`config.mk`:
```
export PLATFORM = sky130hd
export DESIGN_NAME = jk_motion_ctl_flat
export DESIGN_NICKNAME = d
export VERILOG_FILES = /design/src/rtl/jk_motion_if.sv /design/src/rtl/jk_motion_ctl.sv /design/src/flat_wrapper.sv
export SDC_FILE = /design/constraint.sdc
export NUM_CORES = 1
export LEC_CHECK = 0
export ABC_AREA = 1
export BUFFER_PORTS_ARGS = -buffer_cell sky130_fd_sc_hd__buf_2
export CAP_MARGIN = 20
export CORE_ASPECT_RATIO = 1.75
export CORE_MARGIN = 2
export CORE_UTILIZATION = 35
export CTS_CLUSTER_DIAMETER = 200
export DETAILED_ROUTE_END_ITERATION = 12
export HOLD_SLACK_MARGIN = 0.1
export SYNTH_ARGS = -nofsm -noshare
export SYNTH_HDL_FRONTEND = slang
export SYNTH_SLANG_ARGS = --single-unit
export TNS_END_PERCENT = 5
```
`constraint.sdc`:
```
create_clock -name clk -period 3.9 [get_ports clk]
set_input_delay 0.78 -clock clk [delete_from_list [all_inputs] [get_ports clk]]
set_output_delay 0.78 -clock clk [all_outputs]
set_load 0.1 [all_outputs]
```
`src/rtl/jk_motion_if.sv`:
```
// jk_motion_if: key levels and collision flags into the motion controller,
// character position / sprite state back out to the renderers.
interface jk_motion_if #(
  parameter int unsigned POS_W = 12,
  parameter int unsigned LVL_W = 3
);
  logic             key_space;
  logic             key_left;
  logic             key_right;
  logic             col_left;
  logic             col_right;
  logic             col_top;
  logic             col_bot;
  logic [POS_W-1:0] pos_x;
  logic [POS_W-1:0] pos_y;
  logic [2:0]       skin;
  logic             facing;
  logic [LVL_W-1:0] level;

  modport master (
    output key_space, key_left, key_right, col_left, col_right, col_top, col_bot,
    input  pos_x, pos_y, skin, facing, level
  );

  modport slave (
    input  key_space, key_left, key_right, col_left, col_right, col_top, col_bot,
    output pos_x, pos_y, skin, facing, level
  );
endinterface

```
`src/rtl/jk_motion_ctl.sv`:
```
// jk_motion_ctl: platformer character motion (walk, charged jump, gravity, level paging).
// Optional JK_WALL_BOUNCE_EN: an airborne wall hit reflects vx instead of cancelling it.
module jk_motion_ctl #(
  parameter int unsigned CLK_FREQ     = 100_000_000,
  parameter int unsigned TICK_HZ      = 100,
  parameter int unsigned POS_W        = 12,
  parameter int unsigned FRAC         = 4,
  parameter int unsigned VEL_W        = 10,
  parameter int unsigned SCREEN_H     = 600,
  parameter int unsigned CHAR_H       = 63,
  parameter int unsigned X_START      = 70,
  parameter int unsigned Y_START      = 473,
  parameter int unsigned HSTEP        = 3,
  parameter int unsigned GRAVITY      = 4,
  parameter int unsigned VY_MAX_FALL  = 160,
  parameter int unsigned CHARGE_STEP  = 8,
  parameter int unsigned CHARGE_TICKS = 3,
  parameter int unsigned VJ_MAX       = 160,
  parameter int unsigned TOP_MARGIN   = 5,
  parameter int unsigned NUM_LEVELS   = 5
) (
  input  logic       clk,
  input  logic       rst,
  jk_motion_if.slave bus
);
  localparam int unsigned TICK_DIV = CLK_FREQ / TICK_HZ;
  localparam int unsigned CNT_W    = (TICK_DIV > 1) ? $clog2(TICK_DIV) : 1;
  localparam int unsigned CP_W     = (CHARGE_TICKS > 1) ? $clog2(CHARGE_TICKS) : 1;
  localparam int unsigned LVL_W    = (NUM_LEVELS > 1) ? $clog2(NUM_LEVELS) : 1;
  localparam int unsigned ACC_W    = POS_W + FRAC;
  localparam int unsigned SUM_W    = ACC_W + 1;
  localparam int unsigned VEL_W1   = VEL_W + 1;

  localparam logic signed [SUM_W-1:0] HSTEP_FX   = SUM_W'(HSTEP << FRAC);
  localparam logic signed [SUM_W-1:0] X_MAX_FX   = SUM_W'(((1 << POS_W) - 1) << FRAC);
  localparam logic signed [SUM_W-1:0] TOP_FX     = SUM_W'(TOP_MARGIN << FRAC);
  localparam logic signed [SUM_W-1:0] BOT_LIM_FX = SUM_W'((SCREEN_H - CHAR_H + 1) << FRAC);
  localparam logic [ACC_W-1:0] Y_FLOOR   = ACC_W'((SCREEN_H - CHAR_H) << FRAC);
  localparam logic [ACC_W-1:0] Y_WRAP_UP = ACC_W'((SCREEN_H - CHAR_H - TOP_MARGIN) << FRAC);
  localparam logic [ACC_W-1:0] Y_WRAP_DN = ACC_W'(TOP_MARGIN << FRAC);
  localparam logic [ACC_W-1:0] X_RST     = ACC_W'(X_START << FRAC);
  localparam logic [ACC_W-1:0] Y_RST     = ACC_W'(Y_START << FRAC);
  localparam logic [ACC_W-1:0] INT_MASK  = ~ACC_W'((1 << FRAC) - 1);
  localparam logic signed [VEL_W1-1:0] GRAV_S   = VEL_W1'(GRAVITY);
  localparam logic signed [VEL_W1-1:0] VY_MAX_S = VEL_W1'(VY_MAX_FALL);
  localparam logic signed [VEL_W-1:0]  VX_STEP  = VEL_W'(HSTEP);
  localparam logic [VEL_W1-1:0] CHARGE_STEP_U = VEL_W1'(CHARGE_STEP);
  localparam logic [VEL_W1-1:0] VJ_MAX_U      = VEL_W1'(VJ_MAX);
  localparam logic [LVL_W-1:0]  LVL_TOP       = LVL_W'(NUM_LEVELS - 1);

  localparam logic [2:0] SKIN_IDLE   = 3'd0;
  localparam logic [2:0] SKIN_CHARGE = 3'd1;
  localparam logic [2:0] SKIN_AIR    = 3'd2;
  localparam logic [2:0] SKIN_LEFT   = 3'd3;
  localparam logic [2:0] SKIN_RIGHT  = 3'd4;

  typedef enum logic [2:0] {S_IDLE, S_WALK_L, S_WALK_R, S_CHARGE, S_AIR} state_e;

  state_e                    state_q, state_d;
  logic [CNT_W-1:0]          tick_cnt_q, tick_cnt_d;
  logic [ACC_W-1:0]          x_q, x_d, y_q, y_d;
  logic signed [VEL_W-1:0]   vy_q, vy_d, vx_q, vx_d;
  logic [VEL_W-1:0]          charge_q, charge_d;
  logic [CP_W-1:0]           cper_q, cper_d;
  logic [2:0]                skin_q, skin_d;
  logic                      facing_q, facing_d;
  logic [LVL_W-1:0]          level_q, level_d;

  logic                      tick_c, only_l_c, only_r_c, wall_hit_c;
  logic signed [VEL_W-1:0]   vy_eff_c, vy_next_c;
  logic signed [VEL_W1-1:0]  vy_grav_c;
  logic signed [SUM_W-1:0]   x_delta_c, x_sum_c, y_sum_c;
  logic [ACC_W-1:0]          x_clamp_c;
  logic [VEL_W1-1:0]         charge_sum_c;
  logic [VEL_W-1:0]          charge_sat_c;

  assign tick_c   = (tick_cnt_q == CNT_W'(TICK_DIV - 1));
  assign only_l_c = bus.key_left & ~bus.key_right;
  assign only_r_c = bus.key_right & ~bus.key_left;

  // Shared arithmetic: x adder serves both walking and flight.
  assign x_delta_c  = (state_q == S_WALK_L) ? -HSTEP_FX :
                      (state_q == S_WALK_R) ?  HSTEP_FX : (SUM_W'(vx_q) <<< FRAC);
  assign x_sum_c    = $signed({1'b0, x_q}) + x_delta_c;
  assign x_clamp_c  = (x_sum_c < 0) ? '0 :
                      (x_sum_c > X_MAX_FX) ? ACC_W'(X_MAX_FX) : ACC_W'(x_sum_c);
  assign vy_eff_c   = (bus.col_top && vy_q[VEL_W-1]) ? '0 : vy_q;
  assign y_sum_c    = $signed({1'b0, y_q}) + SUM_W'(vy_eff_c);
  assign vy_grav_c  = VEL_W1'(vy_eff_c) + GRAV_S;
  assign vy_next_c  = (vy_grav_c > VY_MAX_S) ? VEL_W'(VY_MAX_S) : VEL_W'(vy_grav_c);
  assign wall_hit_c = (!vx_q[VEL_W-1] && (vx_q != '0) && bus.col_right) ||
                      (vx_q[VEL_W-1] && bus.col_left);
  assign charge_sum_c = VEL_W1'(charge_q) + CHARGE_STEP_U;
  assign charge_sat_c = (charge_sum_c > VJ_MAX_U) ? VEL_W'(VJ_MAX_U) : VEL_W'(charge_sum_c);

  always_comb begin
    state_d    = state_q;
    tick_cnt_d = tick_c ? '0 : tick_cnt_q + CNT_W'(1);
    x_d        = x_q;
    y_d        = y_q;
    vy_d       = vy_q;
    vx_d       = vx_q;
    charge_d   = charge_q;
    cper_d     = cper_q;
    facing_d   = facing_q;
    level_d    = level_q;
    skin_d     = skin_q;

    case (state_q)
      S_IDLE, S_WALK_L, S_WALK_R: begin
        if (tick_c && ((state_q == S_WALK_L && !bus.col_left) ||
                       (state_q == S_WALK_R && !bus.col_right)))
          x_d = x_clamp_c;
        if (!bus.col_bot) begin
          state_d = S_AIR;
          vy_d    = '0;
          vx_d    = '0;
        end else if (bus.key_space) begin
          state_d  = S_CHARGE;
          charge_d = '0;
          cper_d   = '0;
        end else if (only_l_c) begin
          state_d  = S_WALK_L;
          facing_d = 1'b0;
        end else if (only_r_c) begin
          state_d  = S_WALK_R;
          facing_d = 1'b1;
        end else begin
          state_d = S_IDLE;
        end
      end

      S_CHARGE: begin
        if (!bus.key_space) begin
          state_d = S_AIR;
          vy_d    = -$signed(charge_q);
          vx_d    = only_l_c ? -VX_STEP : (only_r_c ? VX_STEP : '0);
          if (only_l_c || only_r_c) facing_d = only_r_c;
        end else if (tick_c) begin
          if (cper_q == CP_W'(CHARGE_TICKS - 1)) begin
            cper_d   = '0;
            charge_d = charge_sat_c;
          end else begin
            cper_d = cper_q + CP_W'(1);
          end
        end
      end

      S_AIR: begin
        if (tick_c) begin
          vy_d = vy_eff_c;
          if (bus.col_bot && !vy_eff_c[VEL_W-1]) begin
            state_d = S_IDLE;
            vy_d    = '0;
            vx_d    = '0;
            y_d     = y_q & INT_MASK;
          end else begin
            vy_d = vy_next_c;
            if (wall_hit_c) begin
`ifdef JK_WALL_BOUNCE_EN
              vx_d     = -vx_q;
              facing_d = vx_q[VEL_W-1];
`else
              vx_d     = '0;
`endif
            end else begin
              x_d = x_clamp_c;
            end
            // Leaving the top or bottom of the playfield pages to the adjacent level.
            if (y_sum_c < TOP_FX) begin
              if (level_q < LVL_TOP) begin
                level_d = level_q + LVL_W'(1);
                y_d     = Y_WRAP_UP;
              end else begin
                y_d  = '0;
                vy_d = '0;
              end
            end else if (y_sum_c >= BOT_LIM_FX) begin
              if (level_q != '0) begin
                level_d = level_q - LVL_W'(1);
                y_d     = Y_WRAP_DN;
              end else begin
                y_d = Y_FLOOR;
              end
            end else begin
              y_d = ACC_W'(y_sum_c);
            end
          end
        end
      end

      default: state_d = S_IDLE;
    endcase

    case (state_d)
      S_WALK_L: skin_d = SKIN_LEFT;
      S_WALK_R: skin_d = SKIN_RIGHT;
      S_CHARGE: skin_d = SKIN_CHARGE;
      S_AIR:    skin_d = SKIN_AIR;
      default:  skin_d = SKIN_IDLE;
    endcase
  end

  always_ff @(posedge clk) begin
    if (rst) begin
      state_q    <= S_IDLE;
      tick_cnt_q <= '0;
      x_q        <= X_RST;
      y_q        <= Y_RST;
      vy_q       <= '0;
      vx_q       <= '0;
      charge_q   <= '0;
      cper_q     <= '0;
      skin_q     <= SKIN_IDLE;
      facing_q   <= 1'b1;
      level_q    <= '0;
    end else begin
      state_q    <= state_d;
      tick_cnt_q <= tick_cnt_d;
      x_q        <= x_d;
      y_q        <= y_d;
      vy_q       <= vy_d;
      vx_q       <= vx_d;
      charge_q   <= charge_d;
      cper_q     <= cper_d;
      skin_q     <= skin_d;
      facing_q   <= facing_d;
      level_q    <= level_d;
    end
  end

  assign bus.pos_x  = x_q[ACC_W-1:FRAC];
  assign bus.pos_y  = y_q[ACC_W-1:FRAC];
  assign bus.skin   = skin_q;
  assign bus.facing = facing_q;
  assign bus.level  = level_q;
endmodule

```
`src/flat_wrapper.sv`:
```
// flat-port wrapper written by rule: the top's interface ports become plain ports
module jk_motion_ctl_flat 
#(
  parameter int unsigned CLK_FREQ     = 100_000_000,
  parameter int unsigned TICK_HZ      = 100,
  parameter int unsigned POS_W        = 12,
  parameter int unsigned FRAC         = 4,
  parameter int unsigned VEL_W        = 10,
  parameter int unsigned SCREEN_H     = 600,
  parameter int unsigned CHAR_H       = 63,
  parameter int unsigned X_START      = 70,
  parameter int unsigned Y_START      = 473,
  parameter int unsigned HSTEP        = 3,
  parameter int unsigned GRAVITY      = 4,
  parameter int unsigned VY_MAX_FALL  = 160,
  parameter int unsigned CHARGE_STEP  = 8,
  parameter int unsigned CHARGE_TICKS = 3,
  parameter int unsigned VJ_MAX       = 160,
  parameter int unsigned TOP_MARGIN   = 5,
  parameter int unsigned NUM_LEVELS   = 5
)
  (clk, rst, bus_key_space, bus_key_left, bus_key_right, bus_col_left, bus_col_right, bus_col_top, bus_col_bot, bus_pos_x, bus_pos_y, bus_skin, bus_facing, bus_level);
  jk_motion_if #(.POS_W(POS_W), .LVL_W(3)) bus_i ();
  input  logic clk;
  input  logic rst;
  input wire logic [$bits(bus_i.key_space)-1:0] bus_key_space;
  input wire logic [$bits(bus_i.key_left)-1:0] bus_key_left;
  input wire logic [$bits(bus_i.key_right)-1:0] bus_key_right;
  input wire logic [$bits(bus_i.col_left)-1:0] bus_col_left;
  input wire logic [$bits(bus_i.col_right)-1:0] bus_col_right;
  input wire logic [$bits(bus_i.col_top)-1:0] bus_col_top;
  input wire logic [$bits(bus_i.col_bot)-1:0] bus_col_bot;
  output wire logic [$bits(bus_i.pos_x)-1:0] bus_pos_x;
  output wire logic [$bits(bus_i.pos_y)-1:0] bus_pos_y;
  output wire logic [$bits(bus_i.skin)-1:0] bus_skin;
  output wire logic [$bits(bus_i.facing)-1:0] bus_facing;
  output wire logic [$bits(bus_i.level)-1:0] bus_level;
  assign bus_i.key_space = bus_key_space;
  assign bus_i.key_left = bus_key_left;
  assign bus_i.key_right = bus_key_right;
  assign bus_i.col_left = bus_col_left;
  assign bus_i.col_right = bus_col_right;
  assign bus_i.col_top = bus_col_top;
  assign bus_i.col_bot = bus_col_bot;
  assign bus_pos_x = bus_i.pos_x;
  assign bus_pos_y = bus_i.pos_y;
  assign bus_skin = bus_i.skin;
  assign bus_facing = bus_i.facing;
  assign bus_level = bus_i.level;
  jk_motion_ctl #(.CLK_FREQ(CLK_FREQ), .TICK_HZ(TICK_HZ), .POS_W(POS_W), .FRAC(FRAC), .VEL_W(VEL_W), .SCREEN_H(SCREEN_H), .CHAR_H(CHAR_H), .X_START(X_START), .Y_START(Y_START), .HSTEP(HSTEP), .GRAVITY(GRAVITY), .VY_MAX_FALL(VY_MAX_FALL), .CHARGE_STEP(CHARGE_STEP), .CHARGE_TICKS(CHARGE_TICKS), .VJ_MAX(VJ_MAX), .TOP_MARGIN(TOP_MARGIN), .NUM_LEVELS(NUM_LEVELS)) u_core (.clk(clk), .rst(rst), .bus(bus_i));
endmodule
```
; ---- Yosys cells after proc, flatten, opt, wreduce, memory -nomap -nowiden
; Cells that the tools add are included.
[classes]
add_sub_neg = 9
n_lt_le_gt_ge = 7
eq_ne = 26
n_mux = 63
bitwise_logic = 5
n_reduce_logical = 34
[ops]
columns = op, count
row1 = 10-bit 2-to-1 mux, 19
row2 = 16-bit 2-to-1 mux, 8
row3 = 10-bit case mux with 3 select lines, 2
row4 = 17-bit 2-to-1 mux, 2
row5 = 16-bit case mux with 2 select lines, 1
row6 = 3-bit 2-to-1 mux, 10
row7 = 14-bit 2-to-1 mux, 2
row8 = 10-bit by 4-bit adder with 11-bit output (second input constant), 2
row9 = 20-bit by 1-bit adder with 20-bit output (second input constant), 1
row10 = 20-bit equality test (second input constant), 1
row11 = 10-bit case mux with 2 select lines, 1
row12 = 2-bit inequality test (second input constant), 9
row13 = 6-bit AND reduction, 3
row14 = 17-bit by 10-bit adder with 17-bit output, 1
row15 = 17-bit adder, 1
row16 = 17-bit by 15-bit >= comparator with 1-bit output (second input constant), 1
row17 = 17-bit > comparator (second input constant), 1
row18 = 17-bit by 1-bit less-than comparator with 1-bit output (second input constant), 1
row19 = 17-bit by 8-bit less-than comparator with 1-bit output (second input constant), 1
row20 = 5-bit AND reduction, 3
row21 = 2-bit 2-to-1 mux, 7
row22 = 3-bit by 2-bit equality test with 1-bit output (second input constant), 4
row23 = 3-bit case mux with 4 select lines, 1
row24 = 11-bit by 8-bit > comparator with 1-bit output (second input constant), 1
row25 = other kinds (30), 61
[totals]
ff_bits = 94
in_bits = 9
wordCells = 156

; ---- Depth between registers and ports, before layout
[logic_depth]
ltp_word = 11
depth_mapped = 28
depth_no_buf = 27

; ---- Worst setup path after synthesis
; OpenSTA, ideal clock, no wires.
[synth_timing]
kind = input to register
from = input bus_col_top
to = register u_core.level_q[2], in the netlist u_core.bus.level[2]
setup_time_ns = 0.113
t_arrival_ns = 3.360
t_required_ns = 3.787
path_slack_ns = 0.428
path_stages = 13
path_buffers = 0
cell_sequence = nor2_1 ha_1 inv_1 o21bai_1 a21oi_1 nand3_2 a21oi_4 xor2_2 nand2_4 fa_1 xor2_1 nor2_1 nor2_1
[synth_between]
elab_chain_len = 6
elab_cells_between_ends = 13
[synth_lines]
columns = element, line
row1 = from (decl), flat_wrapper.sv:31  ; input wire logic [$bits(bus_i.col_top)-1:0] bus_col_top;
row2 = 1-bit logical AND *, jk_motion_ctl.sv:87  ; assign vy_eff_c = (bus.col_top && vy_q[VEL_W-1]) ? '0 : vy_q;
row3 = 10-bit 2-to-1 mux *, jk_motion_ctl.sv:87
row4 = 17-bit by 10-bit adder with 17-bit output / 1-bit zero test (equally long branches), "jk_motion_ctl.sv:88, jk_motion_ctl.sv:152"
row5 = 17-bit by 8-bit less-than comparator with 1-bit output (tied with other cells), jk_motion_ctl.sv:170  ; if (y_sum_c < TOP_FX) begin
row6 = 2-bit inequality test (no source line) (tied with other cells), --
row7 = 6-bit AND reduction (no source line), --
row8 = to (signal assigned), jk_motion_ctl.sv:228  ; level_q <= level_d;
row9 = to (decl), jk_motion_ctl.sv:67  ; logic [LVL_W-1:0] level_q, level_d;
; Mark *: on every way between the ends. The rest lies on a longest branch, timed or not.
; A chain may end at the register's enable or synchronous reset.

; ---- Worst setup path after layout
; Ends and elaborated chain as after synthesis.

==> summary.md <==
| Metric | Value |
|---|---|
| Result of the run | `completed` |
| Setup tns final | `0 ns` |
| Horiz. Die Dim | `103 um` |
| TritonCTS clock tree | `done` |
| Total iterations of the first detailed-routing run | `4` |
| Synthesis Warnings | `0` |
| Fraction of layout instances using a drive strength above 1 | `between 10% and 20%` |
| Hold/Removal Path Class | `reg -> reg` |
| Met3 Resource Use GR | `2.88%` |
| Post-synth EDFFs | `0` |
| Worst hold start | `u_core.vy_q[0]$_SDFFE_PP0P_` |
| Headroom to the max-slew limit | `54.4%` |
| Startpoint types | `input pin` |
| Synthesized flop and latch total | `80` |
| Total power consumption of the routed design | `0.00199 W` |
| Minimum clock period | `3.26 ns` |
| Worst R2R End | `u_core.x_q[15]$_SDFFE_PP0P_` |
| Antenna violations before repair | `0` |
| Largest delay contributor family on the critical path | `simple AND/OR/NAND/NOR gates` |
| Portion of the post-synthesis area used by sequential elements | `26.7%` |
| Count of filler cells inserted in the layout | `1,865` |
| HPWL after detailed placement | `13.0 mm` |
| Initial core utilization | `between 30% and 40%` |
| CORE AREA | `approximately 17,000 um^2` |
| DRC marker count from the first detailed-route iteration | `265` |
| Standard-cell row count | `63` |
| Most frequent cells in the layout | `225 x sky130_fd_sc_hd__nand2_1, 129 x sky130_fd_sc_hd__inv_1, 80 x sky130_fd_sc_hd__dfxtp_1` |
| H-tree level count | `3` |
| Syn Nets | `952` |
| Setup repair after global routing missed its margin | `no` |
| Max-Cap Viols | `0` |
| Cells along the critical path | `buf_2 > nor2_1 > buf_4 > ha_1 > nand2_1 > nor3_1 > nor3b_1 > nand2_2 > nand3_1 > nand2_1 > nand2_2 > nor2_1 > nand2_1 > nand2_4 > ha_1 > nor2_1 > nand2_2 > nand2_1 > nand2_1 > nor2_1` |
| Largest stage delay on the critical path | `0.41 ns` |
| Final Routed Wirelength | `16.2 mm` |
| Worst-Margin Slew | `between 0.6 and 0.7 ns` |
| Async set-reset flop share out of synthesis | `0%` |
| Kind of capture point of the worst setup path | `flip-flop` |
| Maximum buffer depth of the clock tree | `2` |
| Total number of vias | `5,822` |
| Clock transition at the registers of the reported paths | `0.06 ns` |
| Die Height | `177 um` |
| End point of the worst hold path | `u_core.vy_q[0]$_SDFFE_PP0P_` |
| Count of cell types in the netlist | `60` |
| Root Buffer Master | `sky130_fd_sc_hd__clkbuf_16` |
| Final Hold Viols | `0` |
| Crit share post-route | `83.6%` |
| Remaining design rule violation count | `0` |
| GRT overflow | `0` |
| Total CTS buffers | `9` |
| Clock sink count | `80` |
| Max FO, Critical Path | `10` |
| WP buf/inv | `2` |
| Final Setup Violations | `0` |
| Post-CTS Setup Repair Bufs | `0` |
| Top cells by area in the synthesized netlist | `sky130_fd_sc_hd__dfxtp_1 27%, sky130_fd_sc_hd__nand2_1 14%, sky130_fd_sc_hd__inv_1 8.1%, sky130_fd_sc_hd__a21oi_1 6.4%, sky130_fd_sc_hd__ha_1 6.3%` |
| Overall track demand over capacity in global routing | `18.8%` |
| Worst clock skew on the final layout | `0.00867 ns` |
| Global routing met2 resource utilization | `36.0%` |
| # IOs | `40` |
| Layout Utilization | `39.5%` |
| Number of buffer cells added on primary ports | `39` |
| Post-CTS Hold Fix Bufs | `0` |
| Pwr Density | `about 300 nW/um^2` |
| Post-Synthesis Mean Instance Area | `6.59 um^2` |
| Pins Over Slew Limit | `0` |
| Standby leakage power | `3.14 nW` |
| Share of Yosys cell area claimed by the top area cell type | `between 20% and 30%` |
| Area growth from synthesis to layout | `11.1%` |
| Remaining antenna violation count after routing | `0` |
| Leading cell type in the layout, fill and taps excluded | `sky130_fd_sc_hd__nand2_1` |
| Cell taking the most area after synthesis | `sky130_fd_sc_hd__dfxtp_1` |
| Final net count | `between 900 and 1,000` |
| Antenna diodes | `0` |
| Grt peak-use layer | `met2` |
| Per-cell routed wire length | `13.8 um` |
| Maximum number of pins on one net before global-route repair | `40` |
| Slack of the worst reg-to-reg path | `0.67 ns` |
| Achievable clock frequency | `0.307 GHz` |
| Depth of the worst register-to-register path | `22` |
| Source of the worst register-to-register timing path | `u_core.state_q[0]$_SDFF_PP0_` |
| Cell depth of the worst min-delay path | `2` |
| Most frequently used flop master after synthesis | `sky130_fd_sc_hd__dfxtp_1` |
| Post-cts sizing count | `0` |
| Clock insertion delay at the later pin of the skew report | `0.34 ns` |
| Die ar. | `18,200 um^2` |
| Cells after synthesis | `a little over 900` |
| Crit path max-delay cell type | `sky130_fd_sc_hd__ha_1` |
| Worst vdd ir | `0.144 mV` |
| Global routing usage on met1 | `18.6%` |
| Data required time at the worst endpoint | `4.18 ns` |
| Type of the worst setup path | `in -> reg` |
| Data arrival time of the critical path | `3.54 ns` |
| Vias in the first global route | `about 5,700` |
| First-pass GRT wire length | `26.8 mm` |
| Final GP Congestion | `0.925` |
| Cell type with the highest occurrence count on the critical path | `sky130_fd_sc_hd__nand2_1` |
| Combined area of all synthesized cells | `6000 um^2` |
| Vias per cell | `4.95` |
[logic make-up (layout without fill, tap and decap cells)]
group	count (synthesis)	count (layout)	share of synthesized area (%)
compound gates	153	153	14.8
xor+xnor	17	17	2.61
fa+ha+maj	32	32	6.92
buf+inv	162	201	11.6
flops	80	80	26.7
simple gates	467	467	37.4
[layer usage]
metal  share of wire, %  up-vias
met2                 56       87
met4                4.3        0
met1                 37     2665
li1                   -     3037
met3                2.8       33
met5                  0        -
[cell usage after synthesis (12+ instances only)]
| cell type | count |
|---|---|
| sky130_fd_sc_hd__dfxtp_1 | 80 |
| sky130_fd_sc_hd__nor3_1 | 24 |
| sky130_fd_sc_hd__ha_1 | 30 |
| sky130_fd_sc_hd__o21ai_0 | 31 |
| sky130_fd_sc_hd__nand3_1 | 55 |
| sky130_fd_sc_hd__nor2_1 | 74 |
| sky130_fd_sc_hd__xor2_1 | 13 |
| sky130_fd_sc_hd__buf_4 | 12 |
| sky130_fd_sc_hd__inv_1 | 129 |
| sky130_fd_sc_hd__nand2_4 | 12 |
| sky130_fd_sc_hd__nand2_1 | 225 |
| sky130_fd_sc_hd__a21oi_1 | 77 |
| sky130_fd_sc_hd__nand2_2 | 23 |
[layout make-up]
class / instances / area [um^2] / area share, %
multi-input combinational: 669 / 3700 / 55.6
sequential: 80 / 1600 / 24.0
inverter: 136 / 523 / 7.85
tap: 227 / 284 / 4.26
timing repair buffer: 50 / 278 / 4.17
clock buffer: 12 / 256 / 3.85
clock inverter: 3 / 17.5 / 0.263
[tightest hold or removal path: cells and delay by family (launching register included)]
kind            cells  cell delay, ns
flops               1            0.31
simple gates        1            0.06
compound gates      1            0.03
[per-stage QoR]
stage | cells | cell area [um^2] | hold slack, ns | setup WS (ns)
floorplan | 911 | 6000 | 0.418 | 0.428
global placement | 1162 | 6390 | 0.435 | 0.370
detailed placement | 1162 | 6390 | 0.442 | 0.338
CTS | 1177 | 6660 | 0.452 | 0.613
global route | 1177 | 6660 | 0.472 | 0.179
finish | 1177 | 6660 | 0.449 | 0.640
[power breakdown]
part | internal, W | switching, W
registers | 0.000842 | 0.0000227
clock network | 0.000461 | 0.000334
logic | 0.0000850 | 0.000246
[sequential cells by signal, summed over array words and instances (netlist names), 7 cells and up]
register,count
u_core.charge_q,7
u_core.tick_cnt_q,20
u_core.vy_q,10
u_core.x_q,12
u_core.y_q,16
[how the worst max path moves through the flow]
stage	depth (start not counted)	endpoint	slack [ns]	start
after CTS	22	u_core.x_q[15]$_SDFFE_PP0P_	0.61	u_core.state_q[0]$_SDFF_PP0_
after detailed placement	25	u_core.bus.level[2]$_SDFFE_PP0P_	0.34	bus_col_top
after global placement	24	u_core.bus.level[1]$_SDFFE_PP0P_	0.37	bus_col_top
after global routing	22	u_core.x_q[15]$_SDFFE_PP0P_	0.18	u_core.state_q[0]$_SDFF_PP0_
after floorplan	13	u_core.bus.level[2]$_SDFFE_PP0P_	0.43	bus_col_top
final	20	u_core.bus.level[2]$_SDFFE_PP0P_	0.64	bus_col_top
(Power assumes the default switching activity.)
